File: src/rtl/vending_fsm_param.sv
// vending_fsm_param: two-product vending controller with a credit
// accumulator, two coin denominations, change/refund dispensing and coin
// rejection. Coin and button pulses arrive synchronised and debounced.
//
// Ports:
//   clk, rst_n            clock, asynchronous active-low reset
//   i_coin_a / i_coin_b   coin pulses worth 1 / COIN_B_VAL units
//   i_sel_a / i_sel_b     product request pulses
//   i_refund              return-all-credit pulse
//   o_vend_a / o_vend_b   dispense pulses
//   o_change              one pulse per returned unit
//   o_coin_reject         coin returned, no credit taken
//   o_deny                selection refused, insufficient credit
//   o_led_a / o_led_b     product affordable while idle/holding
//   o_busy                vending or refunding
//   o_credit              current credit
// All outputs are registered and reflect state/credit after the edge.
module vending_fsm_param #(
  parameter int CREDIT_W    = 4,
  parameter int MAX_CREDIT  = 9,
  parameter int COIN_B_VAL  = 5,
  parameter int PRICE_A     = 2,
  parameter int PRICE_B     = 3,
  parameter int AUTO_CHANGE = 0
) (
  input  logic                clk,
  input  logic                rst_n,
  input  logic                i_coin_a,
  input  logic                i_coin_b,
  input  logic                i_sel_a,
  input  logic                i_sel_b,
  input  logic                i_refund,
  output logic                o_vend_a,
  output logic                o_vend_b,
  output logic                o_change,
  output logic                o_coin_reject,
  output logic                o_deny,
  output logic                o_led_a,
  output logic                o_led_b,
  output logic                o_busy,
  output logic [CREDIT_W-1:0] o_credit
);

  typedef enum logic [1:0] {IDLE, HOLD, VEND, REFUND} state_t;

  localparam logic [CREDIT_W:0]   MAX_EXT   = (CREDIT_W+1)'(MAX_CREDIT);
  localparam logic [CREDIT_W:0]   ONE_EXT   = (CREDIT_W+1)'(1);
  localparam logic [CREDIT_W:0]   COIN_B_EXT = (CREDIT_W+1)'(COIN_B_VAL);
  localparam logic [CREDIT_W-1:0] PRICE_A_C = CREDIT_W'(PRICE_A);
  localparam logic [CREDIT_W-1:0] PRICE_B_C = CREDIT_W'(PRICE_B);
  localparam logic [CREDIT_W-1:0] ONE_C     = CREDIT_W'(1);

  state_t              state, state_nx;
  logic [CREDIT_W-1:0] credit_nx;
  logic [CREDIT_W:0]   sum_a, sum_b;
  logic                vend_a_nx, vend_b_nx, change_nx, reject_nx, deny_nx;
  logic                button, coin;

  // One extra bit so the overflow compare cannot wrap.
  assign sum_a  = {1'b0, o_credit} + ONE_EXT;
  assign sum_b  = {1'b0, o_credit} + COIN_B_EXT;
  assign button = i_refund | i_sel_a | i_sel_b;
  assign coin   = i_coin_a | i_coin_b;

  always_comb begin
    state_nx  = state;
    credit_nx = o_credit;
    vend_a_nx = 1'b0;
    vend_b_nx = 1'b0;
    change_nx = 1'b0;
    reject_nx = 1'b0;
    deny_nx   = 1'b0;
    case (state)
      VEND: begin
        reject_nx = coin;
        if (o_credit == '0) begin
          state_nx = IDLE;
        end else if (AUTO_CHANGE != 0) begin
          // First change unit is paid on the edge that enters REFUND so
          // o_change only ever appears while the busy state is visible.
          state_nx  = REFUND;
          change_nx = 1'b1;
          credit_nx = o_credit - ONE_C;
        end else begin
          state_nx = HOLD;
        end
      end
      REFUND: begin
        reject_nx = coin;
        if (o_credit != '0) begin
          change_nx = 1'b1;
          credit_nx = o_credit - ONE_C;
        end else begin
          state_nx = IDLE;
        end
      end
      default: begin
        if (button) begin
          // A button wins the cycle; any coin alongside it is handed back.
          reject_nx = coin;
          if (i_refund) begin
            if (state == HOLD) begin
              state_nx  = REFUND;
              change_nx = 1'b1;
              credit_nx = o_credit - ONE_C;
            end
          end else if (i_sel_a) begin
            if (o_credit >= PRICE_A_C) begin
              state_nx  = VEND;
              vend_a_nx = 1'b1;
              credit_nx = o_credit - PRICE_A_C;
            end else if (state == HOLD) begin
              deny_nx = 1'b1;
            end
          end else begin
            if (o_credit >= PRICE_B_C) begin
              state_nx  = VEND;
              vend_b_nx = 1'b1;
              credit_nx = o_credit - PRICE_B_C;
            end else if (state == HOLD) begin
              deny_nx = 1'b1;
            end
          end
        end else if (i_coin_a) begin
          if (sum_a <= MAX_EXT) begin
            credit_nx = sum_a[CREDIT_W-1:0];
            state_nx  = HOLD;
          end else begin
            reject_nx = 1'b1;
          end
          if (i_coin_b) reject_nx = 1'b1;
        end else if (i_coin_b) begin
          if (sum_b <= MAX_EXT) begin
            credit_nx = sum_b[CREDIT_W-1:0];
            state_nx  = HOLD;
          end else begin
            reject_nx = 1'b1;
          end
        end
      end
    endcase
  end

  always_ff @(posedge clk or negedge rst_n) begin
    if (!rst_n) begin
      state         <= IDLE;
      o_credit      <= '0;
      o_vend_a      <= 1'b0;
      o_vend_b      <= 1'b0;
      o_change      <= 1'b0;
      o_coin_reject <= 1'b0;
      o_deny        <= 1'b0;
      o_led_a       <= 1'b0;
      o_led_b       <= 1'b0;
      o_busy        <= 1'b0;
    end else begin
      state         <= state_nx;
      o_credit      <= credit_nx;
      o_vend_a      <= vend_a_nx;
      o_vend_b      <= vend_b_nx;
      o_change      <= change_nx;
      o_coin_reject <= reject_nx;
      o_deny        <= deny_nx;
      o_led_a       <= (state_nx == IDLE || state_nx == HOLD) && (credit_nx >= PRICE_A_C);
      o_led_b       <= (state_nx == IDLE || state_nx == HOLD) && (credit_nx >= PRICE_B_C);
      o_busy        <= (state_nx == VEND) || (state_nx == REFUND);
    end
  end

endmodule

File: config.mk
export PLATFORM = sky130hd
export DESIGN_NAME = vending_fsm_param
export DESIGN_NICKNAME = d
export VERILOG_FILES = /design/src/rtl/vending_fsm_param.sv
export SDC_FILE = /design/constraint.sdc
export NUM_CORES = 1
export LEC_CHECK = 0
export CAP_MARGIN = 20
export CORE_UTILIZATION = 60
export CTS_BUF_LIST = sky130_fd_sc_hd__clkbuf_2 sky130_fd_sc_hd__clkbuf_4 sky130_fd_sc_hd__clkbuf_8
export CTS_CLUSTER_SIZE = 24
export DETAILED_ROUTE_END_ITERATION = 8
export DONT_BUFFER_PORTS = 1
export MAX_ROUTING_LAYER = met4
export PLACE_DENSITY = 0.76
export SETUP_SLACK_MARGIN = 0.05
export SLEW_MARGIN = 20
export SYNTH_ARGS = -nofsm -noshare
export SYNTH_HDL_FRONTEND = slang
export SYNTH_SLANG_ARGS = --single-unit
File: constraint.sdc
create_clock -name clk -period 4.85 [get_ports clk]
set_input_delay 0.485 -clock clk [delete_from_list [all_inputs] [get_ports clk]]
set_output_delay 0.485 -clock clk [all_outputs]
set_load 0.02 [all_outputs]
### After elaboration in Yosys (flattened, before gate mapping)

Index checks and enable logic that the tools add are counted.
W data, S select, Z words.

| storage, ports and cells | value |
|---|---|
| bits in registers | 14 |
| input port bits | 7 |
| memories | 0 |
| logic and storage cells | 91 |
| latch bits | 0 |
| RAM bits | 0 |
| memory bits (read-only) | 0 |

| operators by class | value |
|---|---|
| mux-type cells | 53 |
| reductions and logical operators | 8 |
| multiply operators | 0 |
| $add $sub $neg | 5 |
| div/mod/pow operators | 0 |
| $lt $le $gt $ge | 6 |
| bitwise gates (word level) | 3 |
| shifts and indexed selects | 0 |
| equal/unequal tests | 6 |

Operators by type and width:

| kind | number |
|---|---|
| $mux W4 | 11 |
| $mux W1 | 28 |
| $mux W2 | 11 |
| $ge A4 B2 Y1 const B | 4 |
| $le A5 B4 Y1 const B | 2 |
| $eq A2 B2 Y1 const B | 4 |
| $pmux W4 S2 | 1 |
| $sub A4 B2 Y4 const B | 2 |
| $add A4 B1 Y5 const B | 1 |
| $add A4 B3 Y5 const B | 1 |
| $eq A2 B1 Y1 const B | 2 |
| $logic_not A4 Y1 | 1 |
| $pmux W2 S2 | 1 |
| $reduce_bool A4 Y1 | 1 |
| $sub A4 B1 Y4 const B | 1 |
| $or A1 B1 Y1 | 3 |
| $logic_and A1 B1 Y1 | 2 |
| $logic_not A2 Y1 | 1 |
| $logic_or A1 B1 Y1 | 2 |
| $pmux W1 S2 | 1 |
| $reduce_or A2 Y1 | 1 |

### Logic depth before layout (Yosys ltp)

| logic depth | value |
|---|---|
| depth after elaboration | 10 |
| gate-level depth with buffers | 10 |
| depth with buffers taken out | 9 |

### Worst setup path after synthesis

No wires, ideal clock.

| path | value |
|---|---|
| path kind | register to register |
| start | register o_credit[0] |
| end | register o_led_a |
| clock period less this slack | 2.533 ns |
| cell stages (with the launch flop) | 11 |
| setup slack | 2.317 ns |
| data required time | 4.731 ns |
| library setup time | 0.119 ns |
| arrival | 2.414 ns |
| cells stage by stage | dfrtp_1 -> buf_4 -> inv_1 -> ha_1 -> and2b_1 -> o21ai_0 -> a211oi_1 -> mux2_2 -> o21ai_2 -> nand2_1 -> o21ba_1 |

| on the way | value |
|---|---|
| word-level cells in the longest chain between the ends | 10 |
| elaborated cells on any way between the ends | 40 |

Ends and longest elaborated chain:

| what | line | RTL |
|---|---|---|
| start: declaration | 41 | `output logic [CREDIT_W-1:0] o_credit` |
| start signal: assignment | 158 | `o_credit <= credit_nx;` |
| parallel branches: the longest is 9 deep, another holds $add A4 B3 Y5 | -- |  |
| $logic_and A1 B1 Y1 (*) | 164 | `o_led_a <= (state_nx == IDLE \|\| state_nx == HOLD) && (credit_nx >= PRICE_A_C);` |
| end signal: assignment | 164 |  |
| end: declaration | 38 | `output logic o_led_a,` |

Mark *: on every way between the ends.

### Worst setup path after layout

| path | value |
|---|---|
| start | register o_credit[2] |
| end | register o_led_b |

| on the way | value |
|---|---|
| word-level cells in the longest chain between the ends | 10 |
| elaborated cells on any way between the ends | 40 |

Ends and longest elaborated chain:

| what | line | RTL |
|---|---|---|
| parallel branches: the longest is 9 deep, another holds $add A4 B3 Y5 | -- |  |
| $logic_and A1 B1 Y1 (*) | 165 | `o_led_b <= (state_nx == IDLE \|\| state_nx == HOLD) && (credit_nx >= PRICE_B_C);` |
| end signal: assignment | 165 |  |
| end: declaration | 39 | `output logic o_led_b,` |

Marked as above.

==> out/results.ini <==
[detailed_routing]
drt_first_pass_iters = 5
vias = 1302
drc = 0
vias_per_cell = 7.00
wl_um = 3520
drt_iter0_markers = 66
post_drt_wl_per_cell_um = 18.9
drtAntennaViolNets = 0

[run_status]
status = completed

[run]
cap_violations = 0

[floorplan]
fp.dieH_um = 49.5
dieArea_um2 = 2450
rows = 16
die_w_um = 49.5
core_area_um2 = 2040
io_pins = 19
start_util = 0.662

[clocking]
clockBufferDepth = 2
clk_latency_ns = 0.27
path_clk_slew_ns = 0.08
cts_tree = built
cts_buffers = 3
post_cts_resized = 0
cts_hold_buffers = 1
numClockSinks = 13
cts_setup_buffers = 0
htree_levels = 1
cts_root_buf = clkbuf_4

[timing]
worst_slew_pin_slew_ns = 1.02
hold_ws_ns = 0.266
fmax_ghz = 0.320
slew_violations = 0
setup_tns_ns = 0
fin_skew_ns = 0.000504
min_period_ns = 3.12
slew_headroom = 0.318
final_hold_viol_count = 0
min_period_over_period = 0.644
setup-violations-final = 0
rsz0062_at_grt = false

[global_routing]
grt_usage = 0.321
grt_pass1_vias = 1262
antenna_found_initial = 0
grt_max_degree = 23
grt_pass1_wl_um = 5880
grt_overflow_total = 0

[synthesis]
synth_nets = 181
yosysSeqAreaShare = 0.241
synth_area_um2 = 1350
ys_warn_count = 0
yosysTopAreaCellShare = 0.241
synth_cell_types = 56
synth-edff-count = 0
synthMostInstantiatedCell = nor2_1
synth_area_leaders = dfrtp_1 24%, ha_1 7.4%, a21oi_1 4.8%
synth_commonest_cells = 15 x nor2_1, 13 x a21oi_1, 13 x dfrtp_1, 10 x nand2_1, 9 x o21ai_0
syn_avg_cell_area_um2 = 8.15
async_reset_ff_frac = 1.00
ys.flop_type = dfrtp_1
postSynthCellCount = 166
synth_area_leader_cell = dfrtp_1
synth_seq_cells = 13

[placed_design]
place.gp.congestion = 0.962
port_buffers = 0
dp_hpwl_um = 2510

[cells_and_area]
antenna_cells = 0
synthToLayoutAreaGrowth_pct = 0.370
multi_input_area_um2 = 925
nets = 175
drive_above_1_share = 0.145
fillers = 187
regArea_um2 = 325

[power_and_ir_drop]
vdd_drop_max_v = 0.000503
powerDensity_nw_per_um2 = 769
power.leakage_nw = 0.575

[worst_setup_path]
crit_required_ns = 5.06
crit_path_max_incr_delay_ns = 1.02
endpoint_kind = register
cp-start-kind = register
path_max_fanout = 22
cpMaxStageDelayCell = dfrtp_1
crit_path_frequent_cell = a21oi_2
crit_arrival_ns = 3.33
crit_type = register to register
path_cells = inv_2 > ha_1 > a21oi_2 > nand2_1 > mux4_2 > nand2b_1 > a32o_1 > and2_4 > a21oi_2
ff2ff_path_depth = 9

[hold_path]
min_path_cells = 1
min_path_type = primary input to register

cell usage in the layout (no fill, tap or decap), drive strengths merged, types with 2 or more instances in the layout:
cell | Yosys | final
a21oi | 16 | 16
nor2 | 15 | 15
dfrtp | 13 | 13
nand2 | 10 | 10
o21ai | 10 | 10
nor3 | 10 | 10
inv | 9 | 9
ha | 8 | 8
nand3 | 5 | 5
nand2b | 4 | 4
a31oi | 4 | 4
clkbuf | 5 | 4
a21o | 3 | 3
or2 | 3 | 3
nor4 | 3 | 3
and2 | 3 | 3
o211ai | 3 | 3
or3b | 2 | 2
o21a | 2 | 2
a211oi | 2 | 2
mux2 | 2 | 2
o41ai | 2 | 2
xnor2 | 2 | 2
o2111ai | 2 | 2
o211a | 2 | 2
mux2i | 2 | 2
o31ai | 2 | 2
critical path, delay by kind of cell, from the launching register on:
kind            cells  cell delay (ns)
compound gates      3             0.56
fa+ha+maj           1             0.31
buf+inv             1             0.27
flops               1             1.02
mux                 1             0.47
simple gates        3             0.40
state kept, by name (all words and copies together) (netlist names):
name / flops
o_credit: 4
o_change: 1
o_vend_a: 1
o_led_a: 1
state: 2
o_led_b: 1
o_coin_reject: 1
o_deny: 1
o_vend_b: 1
metrics by stage:
step	worst slack [ns]	std cells	utilization	area (µm²)	power, mW
floorplan	2.32	166	-	1350	0.838
global placement	1.81	181	0.645	1320	0.932
detailed placement	1.77	181	0.645	1320	0.948
CTS	1.76	186	0.665	1360	1.03
global route	1.56	186	0.665	1360	1.13
finish	1.73	186	0.665	1360	1.04
kinds of logic (layout without fill, tap and decap cells):
group,count (synthesis),after routing,share of synthesized area
compound gates,55,55,0.290
simple gates,61,61,0.253
mux,5,5,0.0481
flops,13,13,0.241
xor+xnor,3,3,0.0194
buf+inv,21,14,0.0758
fa+ha+maj,8,8,0.0740
metal layers:
layer	vias up	GRT usage	routed length (µm)
li1	609	-	-
met1	596	0.412	1390
met2	91	0.516	1730
met3	6	0.0741	375
met4	0	0.0762	29
met5	-	-	0
layout make-up:
| type | instances | area share |
|---|---|---|
| multi-input cells | 132 | 0.681 |
| flip-flops and latches | 13 | 0.240 |
| inverters | 9 | 0.0249 |
| well taps | 27 | 0.0249 |
| clock buffers | 4 | 0.0221 |
| repair buffers | 1 | 0.00737 |
power by group:
group | leakage [nW] | switching [mW] | total (mW) | internal (mW)
combinational | 0.401 | 0.364 | 0.636 | 0.273
clock | 0.0184 | 0.0367 | 0.0741 | 0.0375
sequential | 0.156 | 0.185 | 0.334 | 0.149
worst paths after layout:
path                            slack, ns         from            end
worst max-delay path                 1.73  o_credit[2]        o_led_b
max in group asynchronous            3.82        rst_n       o_vend_a
worst min-delay path                 0.27      i_sel_a       o_vend_b
worst min register to register       0.68     state[0]       o_change
min in group asynchronous            0.65        rst_n  o_coin_reject
worst max register to register       1.73  o_credit[2]        o_led_b
Note: power is estimated with default switching activity, not from simulation.
